$ cat config.mk
export PLATFORM = sky130hd
export DESIGN_NAME = alu_muldiv_seq
export DESIGN_NICKNAME = d
export VERILOG_FILES = /design/src/rtl/alu_muldiv_seq.sv
export SDC_FILE = /design/constraint.sdc
export NUM_CORES = 1
export LEC_CHECK = 0
export BUFFER_PORTS_ARGS = -buffer_cell sky130_fd_sc_hd__buf_2
export CAP_MARGIN = 10
export CELL_PAD_IN_SITES_DETAIL_PLACEMENT = 1
export CELL_PAD_IN_SITES_GLOBAL_PLACEMENT = 1
export CORE_ASPECT_RATIO = 0.5
export CORE_MARGIN = 2
export CORE_UTILIZATION = 42
export CTS_CLUSTER_SIZE = 24
export DETAILED_ROUTE_END_ITERATION = 10
export PLACE_DENSITY_LB_ADDON = 0.1
export SLEW_MARGIN = 10
export SYNTH_ARGS = -nofsm -noshare
export SYNTH_HDL_FRONTEND = slang
export SYNTH_SLANG_ARGS = --single-unit
$ cat constraint.sdc
create_clock -name clk -period 3.5 [get_ports clk]
set_input_delay 0 -clock clk [delete_from_list [all_inputs] [get_ports clk]]
set_output_delay 0 -clock clk [all_outputs]
set_load 0.02 [all_outputs]
$ cat src/rtl/alu_muldiv_seq.sv
// Iterative unsigned multiply/divide unit.
//
// Accepts one operand pair per valid/ready handshake, runs BITS_PER_CYCLE
// shift-add (multiply) or restoring-division steps per clock and holds the
// result until the consumer takes it.
//
// Ports:
//   clk        rising-edge clock
//   rst        asynchronous reset, active-low
//   in_valid   operands and op valid this cycle
//   in_ready   unit idle and able to accept a transaction
//   op         00 MUL (low half), 01 MULHU (high half), 10 DIVU, 11 REMU
//   a, b       multiplicand/dividend, multiplier/divisor
//   out_valid  result valid
//   out_ready  consumer takes the result this cycle
//   result     selected result
//   zero       result == 0
//   overflow   MUL: high half nonzero; DIVU/REMU: divide-by-zero; MULHU: 0
module alu_muldiv_seq #(
  parameter int unsigned N              = 32,
  parameter int unsigned BITS_PER_CYCLE = 1
) (
  input  logic         clk,
  input  logic         rst,
  input  logic         in_valid,
  output logic         in_ready,
  input  logic [1:0]   op,
  input  logic [N-1:0] a,
  input  logic [N-1:0] b,
  output logic         out_valid,
  input  logic         out_ready,
  output logic [N-1:0] result,
  output logic         zero,
  output logic         overflow
);

  localparam logic [1:0] OpMul   = 2'b00;
  localparam logic [1:0] OpMulhu = 2'b01;
  localparam logic [1:0] OpDivu  = 2'b10;
  localparam logic [1:0] OpRemu  = 2'b11;

  localparam int unsigned   CntW    = $clog2(N + 1);
  localparam logic [CntW-1:0] CntLast = CntW'(N);
  localparam logic [CntW-1:0] CntStep = CntW'(BITS_PER_CYCLE);

  typedef enum logic [1:0] {StIdle, StBusy, StDone} state_e;

  state_e            state_q, state_d;
  logic [1:0]        op_q, op_d;
  // opa: multiplicand for multiply; dividend shifting out / quotient shifting in for divide.
  logic [N-1:0]      opa_q, opa_d;
  // opb: multiplier shifting right for multiply; constant divisor for divide.
  logic [N-1:0]      opb_q, opb_d;
  logic [2*N-1:0]    acc_q, acc_d;
  logic [N:0]        rem_q, rem_d;
  logic [CntW-1:0]   cnt_q, cnt_d;
  logic [N-1:0]      result_q, result_d;
  logic              zero_q, zero_d;
  logic              ovf_q, ovf_d;

  // Per-clock iteration temporaries.
  logic [2*N-1:0]    acc_c;
  logic [N-1:0]      opa_c;
  logic [N-1:0]      opb_c;
  logic [N:0]        rem_c;
  logic [N:0]        sum_c;

  always_comb begin
    state_d  = state_q;
    op_d     = op_q;
    opa_d    = opa_q;
    opb_d    = opb_q;
    acc_d    = acc_q;
    rem_d    = rem_q;
    cnt_d    = cnt_q;
    result_d = result_q;
    zero_d   = zero_q;
    ovf_d    = ovf_q;
    acc_c    = acc_q;
    opa_c    = opa_q;
    opb_c    = opb_q;
    rem_c    = rem_q;
    sum_c    = '0;

    unique case (state_q)
      StIdle: begin
        if (in_valid) begin
          op_d  = op;
          opa_d = a;
          opb_d = b;
          acc_d = '0;
          rem_d = '0;
          cnt_d = '0;
          if (op[1] && (b == '0)) begin
            // Divide-by-zero bypasses the datapath entirely.
            result_d = (op == OpDivu) ? '1 : a;
            zero_d   = (result_d == '0);
            ovf_d    = 1'b1;
            state_d  = StDone;
          end else begin
            state_d = StBusy;
          end
        end
      end

      StBusy: begin
        for (int unsigned i = 0; i < BITS_PER_CYCLE; i++) begin
          if (!op_q[1]) begin
            // Add into the high half, then shift the 2N-bit product right.
            sum_c = {1'b0, acc_c[2*N-1:N]} + (opb_c[0] ? {1'b0, opa_c} : '0);
            acc_c = {sum_c, acc_c[N-1:1]};
            opb_c = opb_c >> 1;
          end else begin
            rem_c = {rem_c[N-1:0], opa_c[N-1]};
            opa_c = {opa_c[N-2:0], 1'b0};
            if (rem_c >= {1'b0, opb_c}) begin
              rem_c    = rem_c - {1'b0, opb_c};
              opa_c[0] = 1'b1;
            end
          end
        end
        acc_d = acc_c;
        opa_d = opa_c;
        opb_d = opb_c;
        rem_d = rem_c;
        cnt_d = cnt_q + CntStep;

        if (cnt_d == CntLast) begin
          state_d = StDone;
          unique case (op_q)
            OpMul: begin
              result_d = acc_c[N-1:0];
              ovf_d    = |acc_c[2*N-1:N];
            end
            OpMulhu: begin
              result_d = acc_c[2*N-1:N];
              ovf_d    = 1'b0;
            end
            OpDivu: begin
              result_d = opa_c;
              ovf_d    = 1'b0;
            end
            OpRemu: begin
              result_d = rem_c[N-1:0];
              ovf_d    = 1'b0;
            end
            default: begin
              result_d = '0;
              ovf_d    = 1'b0;
            end
          endcase
          zero_d = (result_d == '0);
        end
      end

      StDone: begin
        if (out_ready) begin
          state_d = StIdle;
        end
      end

      default: state_d = StIdle;
    endcase
  end

  always_ff @(posedge clk or negedge rst) begin
    if (!rst) begin
      state_q  <= StIdle;
      op_q     <= '0;
      opa_q    <= '0;
      opb_q    <= '0;
      acc_q    <= '0;
      rem_q    <= '0;
      cnt_q    <= '0;
      result_q <= '0;
      zero_q   <= 1'b1;
      ovf_q    <= 1'b0;
    end else begin
      state_q  <= state_d;
      op_q     <= op_d;
      opa_q    <= opa_d;
      opb_q    <= opb_d;
      acc_q    <= acc_d;
      rem_q    <= rem_d;
      cnt_q    <= cnt_d;
      result_q <= result_d;
      zero_q   <= zero_d;
      ovf_q    <= ovf_d;
    end
  end

  assign in_ready  = (state_q == StIdle);
  assign out_valid = (state_q == StDone);
  assign result    = result_q;
  assign zero      = zero_q;
  assign overflow  = ovf_q;

endmodule

==> run summary, run 1 <==
The synthesis-to-finish area growth came out at 50.5%. The number of clock buffers inserted by TritonCTS came out at 22. The average detailed-routed wire length per instance is 27.4 um. The number of synthesized flops with an enable pin came out at 0. The reported net switching power is 12300 uW. Routability-driven placement finished with a final weighted congestion of 0.970.

For this run, the slowest stage of the critical path takes 440 ps. The cell-internal power came out at 12800 uW. The max-slew violation count came out at 0. The cell at the slowest stage of the critical path is sky130_fd_sc_hd__dfrtp_2. After detailed routing, the number of vias per cell comes to 6.37.

The normalized max-slew margin came out at 29.8%. Of the cells placed in the final design, the portion with a size suffix greater than 1 is 37.5%. The clock passes through at most 3 buffers.

The most used flip-flop cell after synthesis is sky130_fd_sc_hd__dfrtp_1. The detailed placement HPWL came out at 49900 um. Setup repair after global routing could not meet its margin everywhere. The library cell used as clock root buffer is sky130_fd_sc_hd__clkbuf_16. The clock transition at the registers of the reported paths is 70 ps. The clock arrives with 16.7 ps of skew. Summing every instance area after synthesis gives 14400 um2.

The violation count after the first detailed-route iteration is 1747. The maximum ir drop on the vdd rail came out at 0.838 mV. The mean instance size in the synthesized netlist came out at 8.34 um2. STA puts the critical path data arrival time at 4430 ps. The number of antenna violations at the first check in global routing is 5. The final net count is 2409. The placed standard-cell area is 18300 um2. The total setup violations reported at the end of the flow is 15. The unique cell type count in the Yosys netlist came out at 91. The total placed cells including tap cells is 2570. In this run the horizontal extent of the chip is 266 um. The via count of the first global-routing pass came out at 17800.

The run finished, with violations left. The worst setup path is launched from a flop. The combined global-route utilization of all metal layers is 39.2%. The initial utilization of the core area, before any placement, comes to 43.2%. TritonCTS built the clock tree. The post-layout instance area is 21700 um2.

The worst min-delay path class is in2async. Net switching is 49.0% of the power. For this block, the routed nets add up to 74900 um of wire. The wire length of the first global-routing pass came out at 108000 um. For this design the static power due to leakage is 0.00995 uW. STA classifies the critical path endpoint as a flop. The fraction of registers with async set/reset came out at 100%.

The checks that failed: setup timing. Data on the critical path is required at its endpoint by 3960 ps. The vertical die dimension is 135 um.

Of the synthesized area, sequential elements account for 35.2%. The post-synthesis register bit count is 203. Counting every sink on the clock net gives 203. The sequential power share came out at 15.4%. The pin slew with the least headroom to its limit is 1050 ps. The worst path uses 113% of the clock period. The count of final hold-check violations was 0. The total overflow reported by the global router came out at 0. In this run the remaining antenna-violating nets after routing total 0. The number of placement rows came out at 47. In this run, the combinational gates consume 74.1% of the power. The upper clock frequency limit came out at 252 MHz. The least setup slack across all paths after layout came out at -469 ps. The pin count of the biggest net entering global routing came out at 99. The number of placed I/O pins is 106. Power spread over the standard cell area amounts to 1160 nW/um2. The top fanout value on the critical path came out at 22. The final-layout setup total negative slack came out at -2330 ps. The total of buffers placed on input and output ports came out at 105. The via count of the routed design is 17400. The final non-filler cell total came out at 2731. The total power consumption of the routed design is 25200 uW.

The count of H-tree levels built during CTS is 1. Counting every net in the synthesized netlist gives 1866. In the routed design, unresolved DRC markers number 0. The clock insertion delay at the later pin of the skew report is 540 ps. The worst setup path is of the reg2reg kind. The count of TritonRoute iterations in the first routing pass is 6. During synthesis, Yosys emitted a total of 0 warnings. The clock network fraction of total power came out at 10.5%. The number of cells on the worst reg-to-reg path is 16. Counting I/O delays and the setup requirement, the final critical path takes 3970 ps. The critical path goes through buf_12 -> buf_12 -> and2_1 -> ha_4 -> buf_4 -> nand2_1 -> nor2_1 -> and2_1 -> a211o_1 -> o21ai_1 -> a31oi_4 -> nor3_2 -> o211ai_1 -> nor4_2 -> nand4_1 -> o31ai_2.

The synthesized netlist cell count came out at 1728. In this run the standard cell core region covers 33400 um2. The area of the die came out at 35900 um2.

The number of max-cap violations came out at 0.
## layer usage
layer  GRT usage [%]  up-vias  routed length, um
met2            62.2      906              33800
li1                -     7468                  -
met4            13.0        0               2880
met3            8.57      216               6960
met1            53.3     8819              31300
met5               0        -                  0
## worst max-delay path, delay by kind of cell, from the launching register on
family | cells | cell delay, ps
simple gates | 7 | 1420
compound gates | 5 | 1330
buf+inv | 3 | 480
flops | 1 | 440
fa+ha+maj | 1 | 230
## timing repair
action / 4_1_cts / 5_1_grt
endpoints found under the hold margin: 194 / 0
setup buffers: 23 / 27
pin swaps: 72 / 83
resized for setup: 162 / 154
hold buffers: 70 / 0
endpoints found under the setup margin: 42 / 29
## final timing paths
check                                 startpoint                endpoint  slack, ps
max                         opb_q[0]$_DFFE_PN0P_        zero$_DFFE_PN1P_       -470
min                                          rst    opb_q[5]$_DFFE_PN0P_         90
max reg2reg                 opb_q[0]$_DFFE_PN0P_        zero$_DFFE_PN1P_       -470
min reg2reg                result[0]$_DFFE_PN0P_   result[0]$_DFFE_PN0P_        480
max in group asynchronous                    rst  result[25]$_DFFE_PN0P_       2440
min in group clk                       out_ready  state_q[1]$_DFFE_PN0P_        220
## state kept, by name, summed over array words and instances, names as in the netlist
register and cells:
acc_q 63, opa_q 32, opb_q 32, rem_q 32, result 32, cnt_q 6, op_q 2, state_q 2
overflow 1, zero 1
## kinds of logic after synthesis
group | Yosys count | share of synthesized area, %
AOI/OAI and AO/OA | 615 | 28.1
xor gates and xnor gates | 47 | 2.86
adders and majority gates | 68 | 6.01
buffers and inverters | 182 | 5.09
DFF | 203 | 35.2
muxes | 58 | 4.18
and+or+nand+nor | 555 | 18.5
## cells in the final DEF, fill, tap and decap left out, types with 14 or more instances in the layout
cell / n
sky130_fd_sc_hd__a21o_1: 29
sky130_fd_sc_hd__xor2_1: 14
sky130_fd_sc_hd__buf_6: 19
sky130_fd_sc_hd__xnor2_1: 15
sky130_fd_sc_hd__nand4_1: 31
sky130_fd_sc_hd__and2_1: 32
sky130_fd_sc_hd__mux2i_1: 51
sky130_fd_sc_hd__o21ai_0: 129
sky130_fd_sc_hd__o211ai_1: 17
sky130_fd_sc_hd__a21oi_2: 18
sky130_fd_sc_hd__nor3_1: 23
sky130_fd_sc_hd__buf_4: 441
sky130_fd_sc_hd__or3_1: 14
sky130_fd_sc_hd__ha_1: 40
sky130_fd_sc_hd__nor4_1: 17
sky130_fd_sc_hd__a21oi_1: 94
sky130_fd_sc_hd__o21ai_2: 18
sky130_fd_sc_hd__dlygate4sd3_1: 70
sky130_fd_sc_hd__dfrtp_1: 197
sky130_fd_sc_hd__nor2_1: 113
sky130_fd_sc_hd__nand2_1: 187
sky130_fd_sc_hd__o21ai_1: 24
sky130_fd_sc_hd__ha_4: 26
sky130_fd_sc_hd__a22o_1: 66
sky130_fd_sc_hd__and2_4: 14
sky130_fd_sc_hd__o22ai_1: 45
sky130_fd_sc_hd__clkbuf_16: 23
sky130_fd_sc_hd__buf_2: 104
sky130_fd_sc_hd__inv_1: 54
sky130_fd_sc_hd__nand3_1: 23
## power by group through the flow
stage | clock network (uW) | logic, uW | registers (uW)
global placement | 0 | 14500 | 3740
CTS | 2650 | 16300 | 3770
finish | 2650 | 18600 | 3870
global route | 2730 | 19500 | 3890
floorplan | 0 | 7670 | 3510
detailed placement | 0 | 14900 | 3770
## cell usage after synthesis (10+ instances only)
| cell type | n | area (um2) |
|---|---|---|
| sky130_fd_sc_hd__inv_1 | 58 | 218 |
| sky130_fd_sc_hd__nand4_1 | 31 | 194 |
| sky130_fd_sc_hd__nor4_1 | 21 | 131 |
| sky130_fd_sc_hd__o21ai_0 | 168 | 841 |
| sky130_fd_sc_hd__or3_1 | 15 | 93.8 |
| sky130_fd_sc_hd__and2_1 | 46 | 288 |
| sky130_fd_sc_hd__buf_1 | 12 | 45.0 |
| sky130_fd_sc_hd__o211ai_1 | 17 | 128 |
| sky130_fd_sc_hd__nand3_1 | 26 | 130 |
| sky130_fd_sc_hd__nand2_1 | 193 | 724 |
| sky130_fd_sc_hd__nand2b_1 | 10 | 62.6 |
| sky130_fd_sc_hd__mux2i_1 | 51 | 510 |
| sky130_fd_sc_hd__xor2_1 | 21 | 184 |
| sky130_fd_sc_hd__a21o_1 | 29 | 218 |
| sky130_fd_sc_hd__xnor2_1 | 26 | 228 |
| sky130_fd_sc_hd__a31oi_1 | 21 | 131 |
| sky130_fd_sc_hd__nor2_1 | 127 | 477 |
| sky130_fd_sc_hd__a21oi_1 | 118 | 591 |
| sky130_fd_sc_hd__dfrtp_1 | 202 | 5050 |
| sky130_fd_sc_hd__nor2b_1 | 10 | 62.6 |
| sky130_fd_sc_hd__clkbuf_1 | 89 | 334 |
| sky130_fd_sc_hd__ha_1 | 66 | 826 |
| sky130_fd_sc_hd__a22o_1 | 66 | 578 |
| sky130_fd_sc_hd__o22ai_1 | 54 | 338 |
| sky130_fd_sc_hd__buf_2 | 19 | 95.1 |
| sky130_fd_sc_hd__nor3_1 | 30 | 150 |
| sky130_fd_sc_hd__a211oi_1 | 19 | 143 |
## stage by stage
| step | setup slack, ps | hold slack [ps] | utilization [%] |
|---|---|---|---|
| after floorplan | 2.72 | -296 | - |
| after global placement | -658 | 132 | 54.8 |
| after detailed placement | -836 | 144 | 54.8 |
| after CTS | -265 | 143 | 62.2 |
| after global routing | -528 | 179 | 65.0 |
| final | -469 | 89.2 | 65.0 |
## cell type report
| class | instances | area [um2] |
|---|---|---|
| Inverter | 58 | 218 |
| Clock inverter | 10 | 153 |
| Sequential cell | 203 | 5090 |
| Clock buffer | 29 | 618 |
| Tap cell | 441 | 552 |
| Timing Repair Buffer | 643 | 4910 |
| Multi-Input combinational cell | 1343 | 10100 |
| Antenna cell | 4 | 10.0 |
| Fill cell | 3837 | 11700 |
Power figures use the tool's default switching activity.
==> run 2, diff against run 1 <==
- CORE_UTILIZATION: 42 -> 47
- clock period: 3.5 -> 3.8 ns (I/O delays scaled with it)
==> run summary, run 2 (synthesized netlist as in run 1, its figures left out) <==
The total setup violations reported at the end of the flow is 4. The post-detailed-route count of antenna-violating nets came out at 0. The number of placement rows came out at 45. STA classifies the critical path startpoint as a flop. The die width is 252 um. The top fanout value on the critical path came out at 6. The max-slew violation count is 0. Summed over all layers, the global routing overflow is 0. The count of final hold-check violations is 0. The wire length of the first global-routing pass is 103000 um. The minimum clock period after layout came out at 3950 ps. The areal power density over the cells came out at 1060 nW/um2. The pin slew with the least headroom to its limit is 1270 ps. The flip-flop count of the largest register, all copies and words added came out at 63.

The floorplan core area is 30200 um2. Dividing the detail-routed wire length by the instance count gives 27.8 um. The clock insertion delay at the later pin of the skew report came out at 560 ps.

The clock arrives with 26.7 ps of skew. The cell at the slowest stage of the critical path is sky130_fd_sc_hd__dfrtp_1. STA classifies the critical path endpoint as a flop. The total of buffers placed on input and output ports came out at 105. Counting flops per register, the top entry is acc_q. The critical path ends at zero$_DFFE_PN1P_.

Routed signal wires occupy layers up through met5. The library cell used as clock root buffer is sky130_fd_sc_hd__clkbuf_16. Traced cell by cell, the critical path runs through buf_2 -> and2_1 -> ha_1 -> nand2_1 -> o22ai_2 -> buf_4 -> a211o_1 -> or3_1 -> a31oi_2 -> buf_4 -> nor2_1 -> a32oi_2 -> nand4_1 -> nor4_2 -> nand4_1 -> o31ai_2. The library cell used most frequently in the layout, excluding fill and tap cells, is sky130_fd_sc_hd__buf_4. The worst hold slack across all endpoints is 28.0 ps. The amount of wire on met2 after detailed routing is 30300 um.

The vertical die dimension came out at 128 um. The final reports fail on setup timing. The violation count after the first detailed-route iteration is 1788.

The via density per instance is 6.65. The area of the die is 32200 um2. The number of max-cap violations came out at 0.

The via count of the routed design came out at 16500. The worst register-to-register path has a depth of 16. The number of antenna violations at the first check in global routing came out at 3. The upper clock frequency limit came out at 253 MHz.

The normalized max-slew margin is 15.6%. The combined global-route utilization of all metal layers is 41.5%. The placed standard-cell area is 16900 um2. In the post-route analysis, the smallest setup slack over all paths is -152 ps.

The final net count is 2200. The total power consumption of the routed design came out at 20400 uW. Setup repair after global routing could not meet its margin everywhere. The synthesis-to-finish area growth is 34.1%.

The worst min-delay path class is in2async. The clock transition at the registers of the reported paths is 80 ps. The static leakage power is 0.00874 uW. The endpoint identified for the worst register-to-register timing path is zero$_DFFE_PN1P_. The number of placed I/O pins came out at 106. The maximum ir drop on the vdd rail is 0.559 mV. For this run, the detailed router's first-pass iteration total came to 6. TritonCTS built the clock tree. The worst setup path is of the reg2reg kind.

Summed over all failing endpoints, the final setup total negative slack is -460 ps. At the worst endpoint, the arrival time is 4440 ps. The starting utilization of the core area came out at 47.7%. Entering global routing, the biggest net connects 112 pins. The count of H-tree levels built during CTS is 1.

Prior to clock tree synthesis, the placed netlist has a worst setup slack of -439 ps. In this run the critical register-to-register path is launched from opb_q[0]$_DFFE_PN0P_. The wire length after detailed routing came out at 68900 um. The largest stage delay on the critical path came out at 440 ps. At the end of routability-driven placement, the weighted congestion stood at 0.980. In the layout the commonest cells are sky130_fd_sc_hd__buf_4, sky130_fd_sc_hd__dfrtp_1, sky130_fd_sc_hd__nand2_1.

After routing the design area is 19300 um2. The register-to-register setup slack came out at -150 ps. The via count of the first global-routing pass came out at 17100. The detailed placement HPWL is 46400 um. The number of clock buffers inserted by TritonCTS came out at 22.

The portion of the clock cycle consumed by the worst path in the final layout came out at 104%. The fraction of layout instances using a drive strength above 1 is 27.2%. The routed length on met3 came out at 7240 um. In this run the worst setup path begins at opb_q[0]$_DFFE_PN0P_. CTS saw 203 sinks. The worst path required time came out at 4280 ps. The flow ran to the end, but the final reports show violations. In the routed design, unresolved DRC markers number 0.

The maximum count of clock buffers along a single path is 3. The routed length on met1 is 28600 um.
-- run 2: cell count changes in the layout (fill, tap and decap cells not counted), moves of 12 or more --
cell	change
sky130_fd_sc_hd__buf_6	-12
sky130_fd_sc_hd__o21ai_0	+13
sky130_fd_sc_hd__and2_4	-12
sky130_fd_sc_hd__o21ai_2	-12
sky130_fd_sc_hd__buf_4	-194
-- run 2: report_power, final --
group          switching, uW  internal, uW
Clock                   1050          1480
Combinational           8520          5800
Sequential               787          2790
Total                  10400         10100
-- run 2: final cells by class --
| class | instances | area, um2 |
|---|---|---|
| Antenna cell | 2 | 5.00 |
| Sequential cell | 203 | 5080 |
| Inverter | 58 | 218 |
| Multi-Input combinational cell | 1343 | 9480 |
| Timing Repair Buffer | 434 | 3250 |
| Tap cell | 399 | 499 |
| Clock buffer | 27 | 611 |
| Clock inverter | 12 | 191 |
| Fill cell | 3508 | 10900 |
-- run 2: stage by stage --
stage	util, %	cells
after detailed placement	55.9	2355
after global routing	63.9	2476
final	63.9	2478
after floorplan	-	1728
after CTS	62.3	2468
after global placement	55.9	2355
-- run 2: layer usage --
layer | track usage, % | up-vias
li1 | - | 7048
met1 | 56.8 | 8271
met2 | 65.0 | 949
met3 | 10.3 | 208
met4 | 12.7 | 4
met5 | 0 | -
-- run 2: worst max-delay path, delay by kind of cell, from the launching register on --
family                     cells  cell delay (ps)
buffers and inverters          3              510
DFF                            1              440
AOI/OAI and AO/OA              5             1110
and+or+nand+nor                7             1450
adders and majority gates      1              360
-- run 2: how the worst min path moves through the flow --
stage	slack (ps)	cells after the start	endpoint	startpoint
global route	150	2	opb_q[8]$_DFFE_PN0P_	rst
CTS	140	2	opb_q[8]$_DFFE_PN0P_	rst
global placement	120	1	opb_q[7]$_DFFE_PN0P_	rst
finish	30	2	opb_q[8]$_DFFE_PN0P_	rst
detailed placement	140	1	opb_q[8]$_DFFE_PN0P_	rst
floorplan	-300	0	acc_q[10]$_DFFE_PN0P_	rst
-- run 2: timing repair --
| action | in CTS | in global routing |
|---|---|---|
| endpoints found under the setup margin | 10 | 15 |
| pin swaps | 30 | 31 |
| buffers inserted | 5 | 7 |
| gates cloned | 0 | 1 |
| hold buffers | 70 | 0 |
| hold endpoints to repair | 191 | 0 |
| gates resized for setup | 83 | 96 |
